### src/rtl/muldiv_seq_pkg.sv
// Shared types, widths and operand-signedness helpers for the RV32M sequencer.
package muldiv_pkg;

    localparam int unsigned XLEN = 32;

    // funct3 encoding of the M-extension operations
    typedef enum logic [2:0] {
        OP_MUL    = 3'b000,
        OP_MULH   = 3'b001,
        OP_MULHSU = 3'b010,
        OP_MULHU  = 3'b011,
        OP_DIV    = 3'b100,
        OP_DIVU   = 3'b101,
        OP_REM    = 3'b110,
        OP_REMU   = 3'b111
    } op_e;

    typedef enum logic [2:0] {
        ST_IDLE = 3'd0,
        ST_PREP = 3'd1,
        ST_RUN  = 3'd2,
        ST_FIX  = 3'd3,
        ST_DONE = 3'd4
    } state_e;

    // rs1 is treated as signed for these operations
    function automatic logic is_signed_a(input op_e op);
        return (op == OP_MULH) || (op == OP_MULHSU) || (op == OP_DIV) || (op == OP_REM);
    endfunction

    // rs2 is treated as signed for these operations
    function automatic logic is_signed_b(input op_e op);
        return (op == OP_MULH) || (op == OP_DIV) || (op == OP_REM);
    endfunction

    // Upper half of the funct3 space is divide/remainder
    function automatic logic is_div(input op_e op);
        return op[2];
    endfunction

endpackage

### src/rtl/muldiv_seq_if.sv
// Request/response bundle between the EX stage and the multiply/divide sequencer.
interface muldiv_seq_if;

    logic                       start;
    logic [2:0]                 funct3;
    logic [muldiv_pkg::XLEN-1:0] a;
    logic [muldiv_pkg::XLEN-1:0] b;
    logic                       flush;
    logic                       ready;
    logic                       busy;
    logic                       done;
    logic [muldiv_pkg::XLEN-1:0] result;

    modport master (
        output start, funct3, a, b, flush,
        input  ready, busy, done, result
    );

    modport slave (
        input  start, funct3, a, b, flush,
        output ready, busy, done, result
    );

endinterface

### src/rtl/muldiv_seq.sv
// Iterative RV32M multiply/divide sequencer: one shared 2*XLEN accumulator,
// shift-add multiply, restoring divide, sign fix-up, and IDLE-resolved fast paths.
module muldiv_seq
    import muldiv_pkg::*;
(
    input  logic         clk,
    input  logic         rst_n,
    muldiv_seq_if.slave  bus_if
);

    localparam int unsigned CNT_W = $clog2(XLEN + 1);
    localparam int unsigned ACC_W = 2 * XLEN;

    state_e              state_q, state_d;
    logic [CNT_W-1:0]    cnt_q, cnt_d;
    logic [ACC_W-1:0]    acc_q, acc_d;
    logic [XLEN-1:0]     opb_q, opb_d;
    op_e                 op_q, op_d;
    logic                sign_a_q, sign_a_d;
    logic                sign_b_q, sign_b_d;
    logic [XLEN-1:0]     result_q, result_d;
    logic                ready_q, busy_q, done_q;

    op_e                 req_op_c;
    logic                accept_c;
    logic                b_zero_c;
    logic                ovf_c;
    logic                fast_c;
    logic [XLEN-1:0]     fast_val_c;
    logic [XLEN:0]       mul_sum_c;
    logic [ACC_W-1:0]    mul_next_c;
    logic [XLEN:0]       div_diff_c;
    logic [ACC_W-1:0]    div_next_c;
    logic [ACC_W-1:0]    prod_c;
    logic [XLEN-1:0]     quo_c;
    logic [XLEN-1:0]     rem_c;
    logic [XLEN-1:0]     fix_val_c;

    assign req_op_c = op_e'(bus_if.funct3);
    assign accept_c = (state_q == ST_IDLE) && bus_if.start && !bus_if.flush;
    assign b_zero_c = (bus_if.b == '0);
    assign ovf_c    = (bus_if.a == {1'b1, {(XLEN-1){1'b0}}}) && (bus_if.b == '1);

    // Divide-by-zero and signed-overflow results that need no iteration
    always_comb begin
        fast_c     = 1'b0;
        fast_val_c = '0;
        case (req_op_c)
            OP_DIV: begin
                if (b_zero_c) begin
                    fast_c     = 1'b1;
                    fast_val_c = '1;
                end else if (ovf_c) begin
                    fast_c     = 1'b1;
                    fast_val_c = bus_if.a;
                end
            end
            OP_DIVU: begin
                if (b_zero_c) begin
                    fast_c     = 1'b1;
                    fast_val_c = '1;
                end
            end
            OP_REM: begin
                if (b_zero_c) begin
                    fast_c     = 1'b1;
                    fast_val_c = bus_if.a;
                end else if (ovf_c) begin
                    fast_c     = 1'b1;
                    fast_val_c = '0;
                end
            end
            OP_REMU: begin
                if (b_zero_c) begin
                    fast_c     = 1'b1;
                    fast_val_c = bus_if.a;
                end
            end
            default: ;
        endcase
    end

    // Shift-add step: {hi, lo} with the multiplier consumed from lo[0]
    assign mul_sum_c  = {1'b0, acc_q[ACC_W-1:XLEN]} + (acc_q[0] ? {1'b0, opb_q} : '0);
    assign mul_next_c = {mul_sum_c, acc_q[XLEN-1:1]};

    // Restoring step: {rem, quo}; the shifted partial remainder is acc_q[ACC_W-1:XLEN-1]
    assign div_diff_c = acc_q[ACC_W-1:XLEN-1] - {1'b0, opb_q};
    assign div_next_c = div_diff_c[XLEN] ? {acc_q[ACC_W-2:0], 1'b0}
                                         : {div_diff_c[XLEN-1:0], acc_q[XLEN-2:0], 1'b1};

    // Sign correction and output word selection
    assign prod_c = (sign_a_q ^ sign_b_q) ? -acc_q : acc_q;
    assign quo_c  = acc_q[XLEN-1:0];
    assign rem_c  = acc_q[ACC_W-1:XLEN];

    always_comb begin
        fix_val_c = '0;
        case (op_q)
            OP_MUL:                       fix_val_c = prod_c[XLEN-1:0];
            OP_MULH, OP_MULHSU, OP_MULHU: fix_val_c = prod_c[ACC_W-1:XLEN];
            OP_DIV, OP_DIVU:              fix_val_c = (sign_a_q ^ sign_b_q) ? -quo_c : quo_c;
            default:                      fix_val_c = sign_a_q ? -rem_c : rem_c;
        endcase
    end

    // Next-state and datapath update
    always_comb begin
        state_d  = state_q;
        cnt_d    = cnt_q;
        acc_d    = acc_q;
        opb_d    = opb_q;
        op_d     = op_q;
        sign_a_d = sign_a_q;
        sign_b_d = sign_b_q;
        result_d = result_q;

        case (state_q)
            ST_IDLE: begin
                if (accept_c) begin
                    op_d  = req_op_c;
                    acc_d = {{XLEN{1'b0}}, bus_if.a};
                    opb_d = bus_if.b;
                    if (fast_c) begin
                        result_d = fast_val_c;
                        state_d  = ST_DONE;
                    end else begin
                        state_d  = ST_PREP;
                    end
                end
            end
            ST_PREP: begin
                sign_a_d = is_signed_a(op_q) & acc_q[XLEN-1];
                sign_b_d = is_signed_b(op_q) & opb_q[XLEN-1];
                acc_d    = {{XLEN{1'b0}}, (sign_a_d ? -acc_q[XLEN-1:0] : acc_q[XLEN-1:0])};
                opb_d    = sign_b_d ? -opb_q : opb_q;
                cnt_d    = CNT_W'(XLEN);
                state_d  = ST_RUN;
            end
            ST_RUN: begin
                acc_d = is_div(op_q) ? div_next_c : mul_next_c;
                cnt_d = cnt_q - CNT_W'(1);
                if (cnt_q == CNT_W'(1)) begin
                    state_d = ST_FIX;
                end
            end
            ST_FIX: begin
                result_d = fix_val_c;
                state_d  = ST_DONE;
            end
            ST_DONE: begin
                state_d = ST_IDLE;
            end
            default: begin
                state_d = ST_IDLE;
            end
        endcase

        // A pipeline kill abandons the operation without touching result
        if (bus_if.flush && (state_q != ST_IDLE)) begin
            state_d  = ST_IDLE;
            result_d = result_q;
        end
    end

    // State, datapath and output registers
    always_ff @(posedge clk or negedge rst_n) begin
        if (!rst_n) begin
            state_q  <= ST_IDLE;
            cnt_q    <= '0;
            acc_q    <= '0;
            opb_q    <= '0;
            op_q     <= OP_MUL;
            sign_a_q <= 1'b0;
            sign_b_q <= 1'b0;
            result_q <= '0;
            ready_q  <= 1'b1;
            busy_q   <= 1'b0;
            done_q   <= 1'b0;
        end else begin
            state_q  <= state_d;
            cnt_q    <= cnt_d;
            acc_q    <= acc_d;
            opb_q    <= opb_d;
            op_q     <= op_d;
            sign_a_q <= sign_a_d;
            sign_b_q <= sign_b_d;
            result_q <= result_d;
            ready_q  <= (state_d == ST_IDLE);
            busy_q   <= (state_d == ST_PREP) || (state_d == ST_RUN) || (state_d == ST_FIX);
            done_q   <= (state_d == ST_DONE);
        end
    end

    assign bus_if.ready  = ready_q;
    assign bus_if.busy   = busy_q;
    assign bus_if.done   = done_q;
    assign bus_if.result = result_q;

endmodule

### src/flat_wrapper.sv
// flat-port wrapper written by rule: the top's interface ports become plain ports
module muldiv_seq_flat import muldiv_pkg::*;
  (clk, rst_n, bus_if_start, bus_if_funct3, bus_if_a, bus_if_b, bus_if_flush, bus_if_ready, bus_if_busy, bus_if_done, bus_if_result);
  muldiv_seq_if bus_if_i ();
  input  logic clk;
  input  logic rst_n;
  input wire logic [$bits(bus_if_i.start)-1:0] bus_if_start;
  input wire logic [$bits(bus_if_i.funct3)-1:0] bus_if_funct3;
  input wire logic [$bits(bus_if_i.a)-1:0] bus_if_a;
  input wire logic [$bits(bus_if_i.b)-1:0] bus_if_b;
  input wire logic [$bits(bus_if_i.flush)-1:0] bus_if_flush;
  output wire logic [$bits(bus_if_i.ready)-1:0] bus_if_ready;
  output wire logic [$bits(bus_if_i.busy)-1:0] bus_if_busy;
  output wire logic [$bits(bus_if_i.done)-1:0] bus_if_done;
  output wire logic [$bits(bus_if_i.result)-1:0] bus_if_result;
  assign bus_if_i.start = bus_if_start;
  assign bus_if_i.funct3 = bus_if_funct3;
  assign bus_if_i.a = bus_if_a;
  assign bus_if_i.b = bus_if_b;
  assign bus_if_i.flush = bus_if_flush;
  assign bus_if_ready = bus_if_i.ready;
  assign bus_if_busy = bus_if_i.busy;
  assign bus_if_done = bus_if_i.done;
  assign bus_if_result = bus_if_i.result;
  muldiv_seq u_core (.clk(clk), .rst_n(rst_n), .bus_if(bus_if_i));
endmodule
### config.mk
export PLATFORM = sky130hd
export DESIGN_NAME = muldiv_seq_flat
export DESIGN_NICKNAME = d
export VERILOG_FILES = /design/src/rtl/muldiv_seq_pkg.sv /design/src/rtl/muldiv_seq_if.sv /design/src/rtl/muldiv_seq.sv /design/src/flat_wrapper.sv
export SDC_FILE = /design/constraint.sdc
export NUM_CORES = 1
export LEC_CHECK = 0
export CAP_MARGIN = 20
export CORE_UTILIZATION = 57
export DETAILED_ROUTE_END_ITERATION = 6
export GPL_TIMING_DRIVEN = 0
export PLACE_DENSITY = 0.75
export RECOVER_POWER = 50
export SYNTH_ARGS = -nofsm -noshare
export SYNTH_HDL_FRONTEND = slang
export SYNTH_SLANG_ARGS = --single-unit
### constraint.sdc
create_clock -name clk -period 9.9 [get_ports clk]
set_input_delay 2.475 -clock clk [delete_from_list [all_inputs] [get_ports clk]]
set_output_delay 2.475 -clock clk [all_outputs]
set_load 0.01 [all_outputs]
==> results of run 1 <==
power groups by stage:
stage          Clock, mW  Sequential, mW  Combinational [mW]
3_5_place_dp           0            1.14                4.34
2_1_floorplan          0            1.07                3.02
6_report           0.739            1.16                4.56
4_1_cts            0.736            1.13                4.38
5_1_grt            0.763            1.17                4.86
3_3_place_gp           0            1.13                4.27
sequential cells by signal (all words and copies together), names as in the netlist:
name and flops:
u_core.acc_q 64, u_core.bus_if.busy 1, u_core.bus_if.done 1, u_core.bus_if.ready 1
u_core.bus_if.result 32, u_core.cnt_q 6, u_core.op_q 3, u_core.opb_q 32
u_core.sign_a_q 1, u_core.sign_b_q 1, u_core.state_q 3
worst register-to-register path: stages (launching register included):
cell      delay, ns
dfrtp_1        0.47
inv_1          0.19
clkbuf_1       0.48
ha_1           0.36
or4b_1         0.46
clkbuf_1       0.22
nor4b_2        0.59
nand4b_1       0.31
nor3_1         0.51
a21oi_1        0.17
xor2_1         0.17
o21ai_0        0.45
o311ai_0       0.23
stage by stage:
| step | utilization (%) | std cells |
|---|---|---|
| floorplan | - | 1887 |
| global placement | 64.3 | 2315 |
| detailed placement | 64.4 | 2316 |
| CTS | 67.1 | 2348 |
| global route | 67.0 | 2348 |
| finish | 67.0 | 2348 |
area by class of cell:
type                            instances  area [um2]  share of cell area, %
Clock buffer                           18         439                   2.69
Sequential cell                       145        3630                   22.2
Clock inverter                         14         214                   1.31
Tap cell                              324         405                   2.48
Buffer                                139         538                   3.29
Multi-Input combinational cell       1529        9780                   59.8
Inverter                               74         278                   1.70
Timing Repair Buffer                  105        1060                   6.50
cell usage in the layout, fill, tap and decap left out, types with 41 or more instances in the layout:
| cell type | instances |
|---|---|
| a21oi_1 | 143 |
| clkbuf_1 | 128 |
| clkdlybuf4s50_1 | 94 |
| dfrtp_1 | 144 |
| ha_1 | 69 |
| inv_1 | 73 |
| mux2i_1 | 41 |
| nand2_1 | 154 |
| nor2_1 | 186 |
| nor3_1 | 77 |
| o21ai_0 | 183 |
| xnor2_1 | 87 |
| xor2_1 | 49 |
worst paths after layout:
check	start	endpoint	slack (ns)	cells past startpoint
max	rst_n	u_core.acc_q[46]	4.07	1
min	u_core.bus_if.result[17]	u_core.bus_if.result[17]	0.48	2
max reg2reg	u_core.acc_q[0]	u_core.bus_if.result[6]	5.12	12
min reg2reg	u_core.bus_if.result[17]	u_core.bus_if.result[17]	0.48	2
max in group clk	bus_if_b[20]	u_core.bus_if.result[0]	4.15	11
min in group asynchronous	rst_n	u_core.acc_q[17]	3.46	1
kinds of logic (layout without fill, tap and decap cells):
| family | after synthesis | count (layout) | synth area share, % |
|---|---|---|---|
| AND/OR/NAND/NOR | 661 | 661 | 22.9 |
| multiplexers | 51 | 51 | 3.68 |
| AO/OA/AOI/OAI | 610 | 610 | 27.4 |
| buffers and inverters | 213 | 350 | 5.73 |
| XOR/XNOR | 136 | 136 | 8.37 |
| adder cells (fa/ha/maj) | 71 | 71 | 6.35 |
| flip-flops | 145 | 145 | 25.5 |
per-layer routing:
metal	track usage [%]	up-vias	wire length (um)
li1	-	7224	-
met1	58.8	7708	22300
met2	71.0	1203	25500
met3	7.82	262	6410
met4	31.0	0	4590
met5	0	-	0
==> impl_metrics.json, run 1 <==
{
  "dp_slack_ns": 3.96,
  "yosys_register_bits": 145,
  "yosys_warnings": 0,
  "fp.dieW_um": 160,
  "synthArstFlopShare_pct": 100,
  "synth-edff-count": 0,
  "critPathCaptureType": "asynchronous set/reset pin",
  "fin_crit_ns": 5.83,
  "grt_overflow_total": 0,
  "netlist_area_um2": 14200,
  "slowest_stage": "clkbuf_1",
  "cts_buffers": 17,
  "place_congestion": 1.04,
  "start_util_pct": 58.3,
  "h-tree-depth": 4,
  "arrival_ns": 5.40,
  "antenna_found_initial": 0,
  "dr.pass1.iters": 7,
  "maxCapViolations": 1,
  "place_area_um2": 15700,
  "final_hold_viol_count": 0,
  "insertion_delay_ns": 0.45,
  "syn_nets": 2029,
  "tns_ns": 0,
  "ant_nets": 0,
  "track_usage_pct": 45.9,
  "synth_ff_type": "dfrtp_1",
  "p_int_mw": 2.92,
  "rsz0062_at_grt": "no",
  "synth_seq_area_share_pct": 25.5,
  "clk_pin_slew_ns": 0.07,
  "cts.sinks": 145,
  "dpl.hpwl_um": 44600,
  "vdd.ir_drop.worst_v": 0.000231,
  "whs_ns": 0.482,
  "finish.net_count": 2153,
  "area_delta_synth_final_pct": 14.9,
  "violations": "design-rule violations, max-capacitance violations, max-slew violations",
  "ys_top_cells_by_count": "186 x nor2_1, 183 x o21ai_0, 154 x nand2_1",
  "comb_power_share_pct": 70.6,
  "totalPowerFinal_mw": 6.45,
  "synthDominantCellAreaShare_pct": 25.3,
  "tritoncts": "done",
  "cts-hold-fix-buffers": 0,
  "powerDensity_nw_per_um2": 395,
  "core-area_um2": 24400,
  "cts_setup_buffers": 0,
  "skew_ns": 0.0240,
  "totalWireLength_um": 58800,
  "routed-via-count": 16400,
  "die_y_um": 160,
  "clockRootBuffer": "clkbuf_16",
  "port_buffers": 104,
  "yosys.cell_types.count": 78,
  "p_sw_share_pct": 54.8,
  "worst-slew-pin-transition_ns": 4.15,
  "grt_pass1_wl_um": 89900,
  "routedWlPerCell_um": 25.0,
  "diodes": 0,
  "drc": 3,
  "grt_pass1_vias": 15300,
  "crit_required_ns": 9.48,
  "syn_area_per_cell_um2": 7.54,
  "die-area_um2": 25600,
  "crit_family": "buffers and inverters",
  "cts_resized": 0,
  "min_period_over_period_pct": 58.9,
  "io_pins": 106,
  "crit_chain": "clkbuf_1",
  "p_seq_share_pct": 17.9,
  "cts_max_path_buffers": 2,
  "syn_inst": 1887,
  "yosys.cell_count.top_type": "nor2_1",
  "start_kind": "primary input",
  "p_switching_mw": 3.54,
  "final_cell_area_um2": 16300,
  "slowest_delay_ns": 2.85,
  "leakagePower_nw": 6.60,
  "max_freq_ghz": 0.172,
  "drv_slew": 71,
  "synth.largest_area_cell": "dfrtp_1",
  "drtIter0Drc": 2461,
  "rows": 57,
  "hp-class": "reg -> reg",
  "status": "finished, violations left",
  "fill_cells": 2165,
  "via_per_inst": 6.98,
  "path_class": "in -> async",
  "setup_viol": 0,
  "grt_max_degree": 76,
  "synthTopCellsByArea": "dfrtp_1 25%, o21ai_0 6.4%, ha_1 6.1%, xnor2_1 5.4%, a21oi_1 5.0%",
  "crit_fanout": 71,
  "p_clk_share_pct": 11.5,
  "drive_above_1_share_pct": 3.56,
  "worst_slack_ns": 4.07,
  "relSlewSlack_pct": -177,
  "critPathBufInv": 1
}
(Power assumes the default switching activity.)
==> run 2: changes to the inputs <==
--- a/config.mk
+++ b/config.mk
@@ -6,10 +6,10 @@
 export NUM_CORES = 1
 export LEC_CHECK = 0
 export CAP_MARGIN = 20
-export CORE_UTILIZATION = 57
+export CORE_UTILIZATION = 55
 export DETAILED_ROUTE_END_ITERATION = 6
 export GPL_TIMING_DRIVEN = 0
-export PLACE_DENSITY = 0.75
+export PLACE_DENSITY = 0.76
 export RECOVER_POWER = 50
 export SYNTH_ARGS = -nofsm -noshare
 export SYNTH_HDL_FRONTEND = slang
==> constraint.sdc (replaced) <==
create_clock -name clk -period 5 [get_ports clk]
set_input_delay 1.25 -clock clk [delete_from_list [all_inputs] [get_ports clk]]
set_output_delay 1.25 -clock clk [all_outputs]
set_load 0.01 [all_outputs]
==> impl_metrics.json, run 2 (same netlist as run 1, synthesis figures left out) <==
{
  "status": "finished, violations left",
  "violations": "max-capacitance violations, max-slew violations",
  "crit_required_ns": 5.31,
  "grt_pass1_wl_um": 90000,
  "final_cell_mix": "186 x nor2_1, 183 x o21ai_0, 154 x nand2_1, 144 x dfrtp_1, 143 x a21oi_1",
  "dr.pass1.iters": 7,
  "dpl.hpwl_um": 45200,
  "io_pins": 106,
  "skew_ns": 0.0222,
  "cts_buffers": 17,
  "routed-via-count": 16400,
  "fill_cells": 2301,
  "r2r_cells": 16,
  "tritoncts": "done",
  "insertion_delay_ns": 0.45,
  "max_freq_ghz": 0.216,
  "place_area_um2": 15700,
  "drive_above_1_share_pct": 3.66,
  "critPathBufInv": 4,
  "powerDensity_nw_per_um2": 781,
  "area_delta_synth_final_pct": 14.5,
  "worst_slack_ns": 0.367,
  "via_per_inst": 6.96,
  "ant_nets": 0,
  "clk_pin_slew_ns": 0.07,
  "arrival_ns": 4.94,
  "maxCapViolations": 2,
  "hp-class": "reg -> reg",
  "grt_overflow_total": 0,
  "drv_slew": 148,
  "start_util_pct": 56.3,
  "grt_max_degree": 89,
  "place_congestion": 1.06,
  "die_y_um": 163,
  "diodes": 0,
  "track_usage_pct": 45.1,
  "worstSetupStartpoint": "u_core.acc_q[31]",
  "path_class": "reg -> reg",
  "crit_chain": "inv_1 -> ha_1 -> inv_1 -> fa_1 -> a211oi_1 -> o211a_1 -> nand4bb_1 -> a311oi_1 -> o21ai_0 -> and3_1 -> a2111oi_0 -> clkbuf_2 -> clkbuf_1 -> nand2_1 -> o211ai_1 -> o211ai_1",
  "totalPowerFinal_mw": 12.7,
  "min_period_over_period_pct": 92.7,
  "core-area_um2": 25300,
  "final_cell_area_um2": 16300,
  "final_hold_viol_count": 0,
  "clockRootBuffer": "clkbuf_16",
  "drtIter0Drc": 2393,
  "setup_viol": 0,
  "crit_fanout": 10,
  "slowest_stage": "a2111oi_0",
  "worstHoldStart": "u_core.cnt_q[1]",
  "crit_family": "compound AO/OA/AOI/OAI gates",
  "worst-slew-pin-transition_ns": 2.51,
  "holdPathStages": 2,
  "die-area_um2": 26500,
  "grt_pass1_vias": 15200,
  "relSlewSlack_pct": -67.0,
  "totalWireLength_um": 59300,
  "leakagePower_nw": 6.58,
  "rsz0062_at_grt": "no",
  "fp.dieW_um": 163,
  "start_kind": "flop",
  "postLayoutCoreUtil_pct": 64.5,
  "cts_max_path_buffers": 2,
  "critPathCaptureType": "flop",
  "drc": 0,
  "largest_register_ffs": 64,
  "reg2reg_from": "u_core.acc_q[31]",
  "vdd.ir_drop.worst_v": 0.000451,
  "routedWlPerCell_um": 25.2,
  "port_buffers": 104,
  "slowest_delay_ns": 0.57,
  "top_register": "u_core.acc_q",
  "final_common_cell": "nor2_1",
  "cts.sinks": 145,
  "dp_slack_ns": 0.284,
  "h-tree-depth": 4,
  "finish.net_count": 2153,
  "fin_crit_ns": 4.63,
  "cp.depth": 16,
  "rows": 58,
  "antenna_found_initial": 1
}
## run 2: routing by layer
metal  global-route usage [%]  routed length [um]  vias up
met3                     7.89                6190      242
met4                     30.8                4390        2
met5                        0                  13        -
li1                         -                   -     7212
met1                     57.9               22700     7765
met2                     69.2               25900     1155
## run 2: layout make-up
cell class / instances / area, um2 / share of cell area, %
plain buffers: 139 / 539 / 3.31
clock buffers: 17 / 425 / 2.61
clock inverters: 15 / 184 / 1.13
inverters: 74 / 278 / 1.70
multi-input cells: 1529 / 9780 / 60.0
flip-flops and latches: 145 / 3630 / 22.3
well taps: 330 / 413 / 2.53
repair buffers: 105 / 1040 / 6.39
## run 2: worst min-delay path, stage by stage (launching register included)
cell	delay [ns]
dfrtp_1	0.34
nand2_1	0.04
o21ai_0	0.06
## run 2: worst paths after layout
kind	end	slack, ns
hold / removal	u_core.cnt_q[1]	0.49
hold reg to reg	u_core.cnt_q[1]	0.49
setup reg to reg	u_core.acc_q[60]	0.37
max in group asynchronous	u_core.acc_q[46]	0.93
setup / recovery	u_core.acc_q[60]	0.37
min in group asynchronous	u_core.acc_q[13]	1.52
## run 2: stage by stage
step                      hold WS, ns  setup TNS, ns  std cells
after floorplan                 0.446              0       1887
after global placement          0.463        -519.72       2321
after detailed placement        0.470              0       2322
after CTS                       0.487              0       2354
after global routing            0.521              0       2354
final                           0.490              0       2354
## run 2: what timing repair did
action / 4_1_cts / 5_1_grt
resized for setup: 0 / 2
buffers inserted: 0 / 0
setup endpoints to repair: 0 / 2
hold buffers: 0 / 0
endpoints found under the hold margin: 0 / 0
## run 2: report_power, final
part	internal (mW)	switching [mW]
sequential	1.69	0.586
combinational	3.25	5.81
clock	0.723	0.662
==> run 3: changes to the inputs <==
--- a/config.mk
+++ b/config.mk
@@ -6,11 +6,13 @@
 export NUM_CORES = 1
 export LEC_CHECK = 0
 export CAP_MARGIN = 20
-export CORE_UTILIZATION = 55
+export CORE_MARGIN = 1.5
+export CORE_UTILIZATION = 57
 export DETAILED_ROUTE_END_ITERATION = 6
 export GPL_TIMING_DRIVEN = 0
-export PLACE_DENSITY = 0.76
+export PLACE_DENSITY = 0.75
 export RECOVER_POWER = 50
+export SLEW_MARGIN = 40
 export SYNTH_ARGS = -nofsm -noshare
 export SYNTH_HDL_FRONTEND = slang
 export SYNTH_SLANG_ARGS = --single-unit
==> constraint.sdc (replaced) <==
create_clock -name clk -period 4.93 [get_ports clk]
set_input_delay 1.2325 -clock clk [delete_from_list [all_inputs] [get_ports clk]]
set_output_delay 1.2325 -clock clk [all_outputs]
set_load 0.01 [all_outputs]
==> impl_metrics.json, run 3 (same netlist as run 1, synthesis figures left out) <==
{
  "status": "finished, violations left",
  "violations": "design-rule violations, max-capacitance violations, max-slew violations",
  "cts_resized": 0,
  "start_util_pct": 58.3,
  "track_usage_pct": 46.1,
  "clk_pin_slew_ns": 0.08,
  "place_congestion": 1.03,
  "critPathBufInv": 3,
  "dp_slack_ns": 0.172,
  "worstSetupStartpoint": "bus_if_b[20]",
  "die-area_um2": 25900,
  "antenna_found_initial": 2,
  "grt_pass1_vias": 15300,
  "rows": 57,
  "tns_ns": 0,
  "relSlewSlack_pct": -67.5,
  "cts.sinks": 145,
  "rr_endpoint": "u_core.acc_q[60]",
  "fin_cells": 2350,
  "crit_fanout": 10,
  "grt_pass1_wl_um": 90700,
  "grt_overflow_total": 0,
  "crit_required_ns": 5.30,
  "clockRootBuffer": "clkbuf_16",
  "core-area_um2": 24400,
  "cts_setup_buffers": 0,
  "vdd.ir_drop.worst_v": 0.000500,
  "setup_viol": 0,
  "via_per_inst": 7.02,
  "finish.net_count": 2154,
  "totalPowerFinal_mw": 12.9,
  "port_buffers": 104,
  "largest_register_ffs": 64,
  "h-tree-depth": 4,
  "drive_above_1_share_pct": 3.95,
  "grt_max_degree": 62,
  "skew_ns": 0.0178,
  "leakagePower_nw": 6.59,
  "insertion_delay_ns": 0.46,
  "slowest_stage": "nor2_1",
  "die_y_um": 161,
  "final_hold_viol_count": 0,
  "area_delta_synth_final_pct": 14.6,
  "critPathCaptureType": "flop",
  "postLayoutCoreUtil_pct": 66.8,
  "path_class": "in -> reg",
  "fin_crit_ns": 4.75,
  "rrSetupSlack_ns": 0.28,
  "crit_family": "simple AND/OR/NAND/NOR gates",
  "cts_buffers": 17,
  "drc": 2,
  "ant_nets": 0,
  "worst_slack_ns": 0.180,
  "reg2reg_from": "u_core.acc_q[31]",
  "routed-via-count": 16500,
  "routedWlPerCell_um": 25.5,
  "r2r_cells": 16,
  "powerDensity_nw_per_um2": 793,
  "hp-class": "reg -> reg",
  "rsz0062_at_grt": "no",
  "final_cell_area_um2": 16300,
  "dpl.hpwl_um": 45400,
  "dp_cells": 2317,
  "start_kind": "primary input",
  "crit_path_end": "u_core.bus_if.result[25]",
  "cts_max_path_buffers": 2,
  "totalWireLength_um": 60000,
  "maxCapViolations": 2,
  "final_common_cell": "nor2_1",
  "tritoncts": "done",
  "arrival_ns": 5.12,
  "cpMostUsedCell": "clkbuf_1",
  "top_register": "u_core.acc_q",
  "slowest_delay_ns": 0.71,
  "drv_slew": 104,
  "drtIter0Drc": 2592,
  "crit_chain": "clkdlybuf4s50_1 -> nor4_1 -> nand4_1 -> nor2_1 -> o21bai_1 -> a21o_1 -> clkbuf_1 -> clkbuf_1 -> nor3_1 -> a21oi_1 -> o21ai_0",
  "io_pins": 106,
  "max_freq_ghz": 0.211,
  "fp.dieW_um": 161,
  "place_area_um2": 15700,
  "cp.depth": 11,
  "min_period_over_period_pct": 96.4,
  "cts-hold-fix-buffers": 0,
  "dr.pass1.iters": 7,
  "worst-slew-pin-transition_ns": 2.51,
  "whs_ns": 0.483,
  "final_cell_mix": "186 x nor2_1, 183 x o21ai_0, 154 x nand2_1, 144 x dfrtp_1, 142 x a21oi_1"
}
==> run 3: power by group <==
part / switching (mW) / total [mW] / internal (mW)
Combinational: 5.94 / 9.25 / 3.31
Sequential: 0.598 / 2.31 / 1.71
Clock: 0.687 / 1.37 / 0.682
==> run 3: area by class of cell <==
cell class | instances | area [um2]
repair buffers | 106 | 1040
flip-flops and latches | 145 | 3630
well taps | 324 | 405
clock inverters | 15 | 166
multi-input cells | 1529 | 9810
fillers | 2246 | 8090
diodes | 1 | 2.50
plain buffers | 139 | 541
inverters | 74 | 278
clock buffers | 17 | 425
==> run 3: layer usage <==
layer / up-vias / part of all wire [%] / wire [um] / GRT usage (%)
li1: 7230 / - / - / -
met3: 262 / 12 / 7250 / 8.65
met4: 0 / 7.6 / 4550 / 30.0
met2: 1268 / 43 / 26000 / 71.3
met5: - / 0 / 0 / 0
met1: 7738 / 37 / 22100 / 59.1
==> run 3: worst min path at each step <==
stage / from / to / slack, ns / depth (start not counted)
2_1_floorplan: u_core.cnt_q[5] / u_core.cnt_q[5] / 0.45 / 1
3_3_place_gp: u_core.bus_if.result[10] / u_core.bus_if.result[10] / 0.46 / 1
3_5_place_dp: u_core.bus_if.result[9] / u_core.bus_if.result[9] / 0.47 / 2
4_1_cts: u_core.bus_if.result[9] / u_core.bus_if.result[9] / 0.49 / 2
5_1_grt: u_core.cnt_q[2] / u_core.cnt_q[2] / 0.52 / 1
6_report: u_core.bus_if.result[9] / u_core.bus_if.result[9] / 0.48 / 2
==> run 3: worst register-to-register path, stage by stage, from the launching register on <==
cell and delay (ns):
dfrtp_1 0.48, inv_1 0.15, ha_1 0.20, inv_1 0.06
fa_1 0.42, a211oi_1 0.35, o211a_1 0.31, nand4bb_1 0.23
a311oi_1 0.16, o21ai_0 0.35, a21oi_1 0.16, a2111oi_1 0.47
clkbuf_2 0.40, clkbuf_1 0.42, nand2_1 0.10, o211ai_1 0.13
o211ai_1 0.13
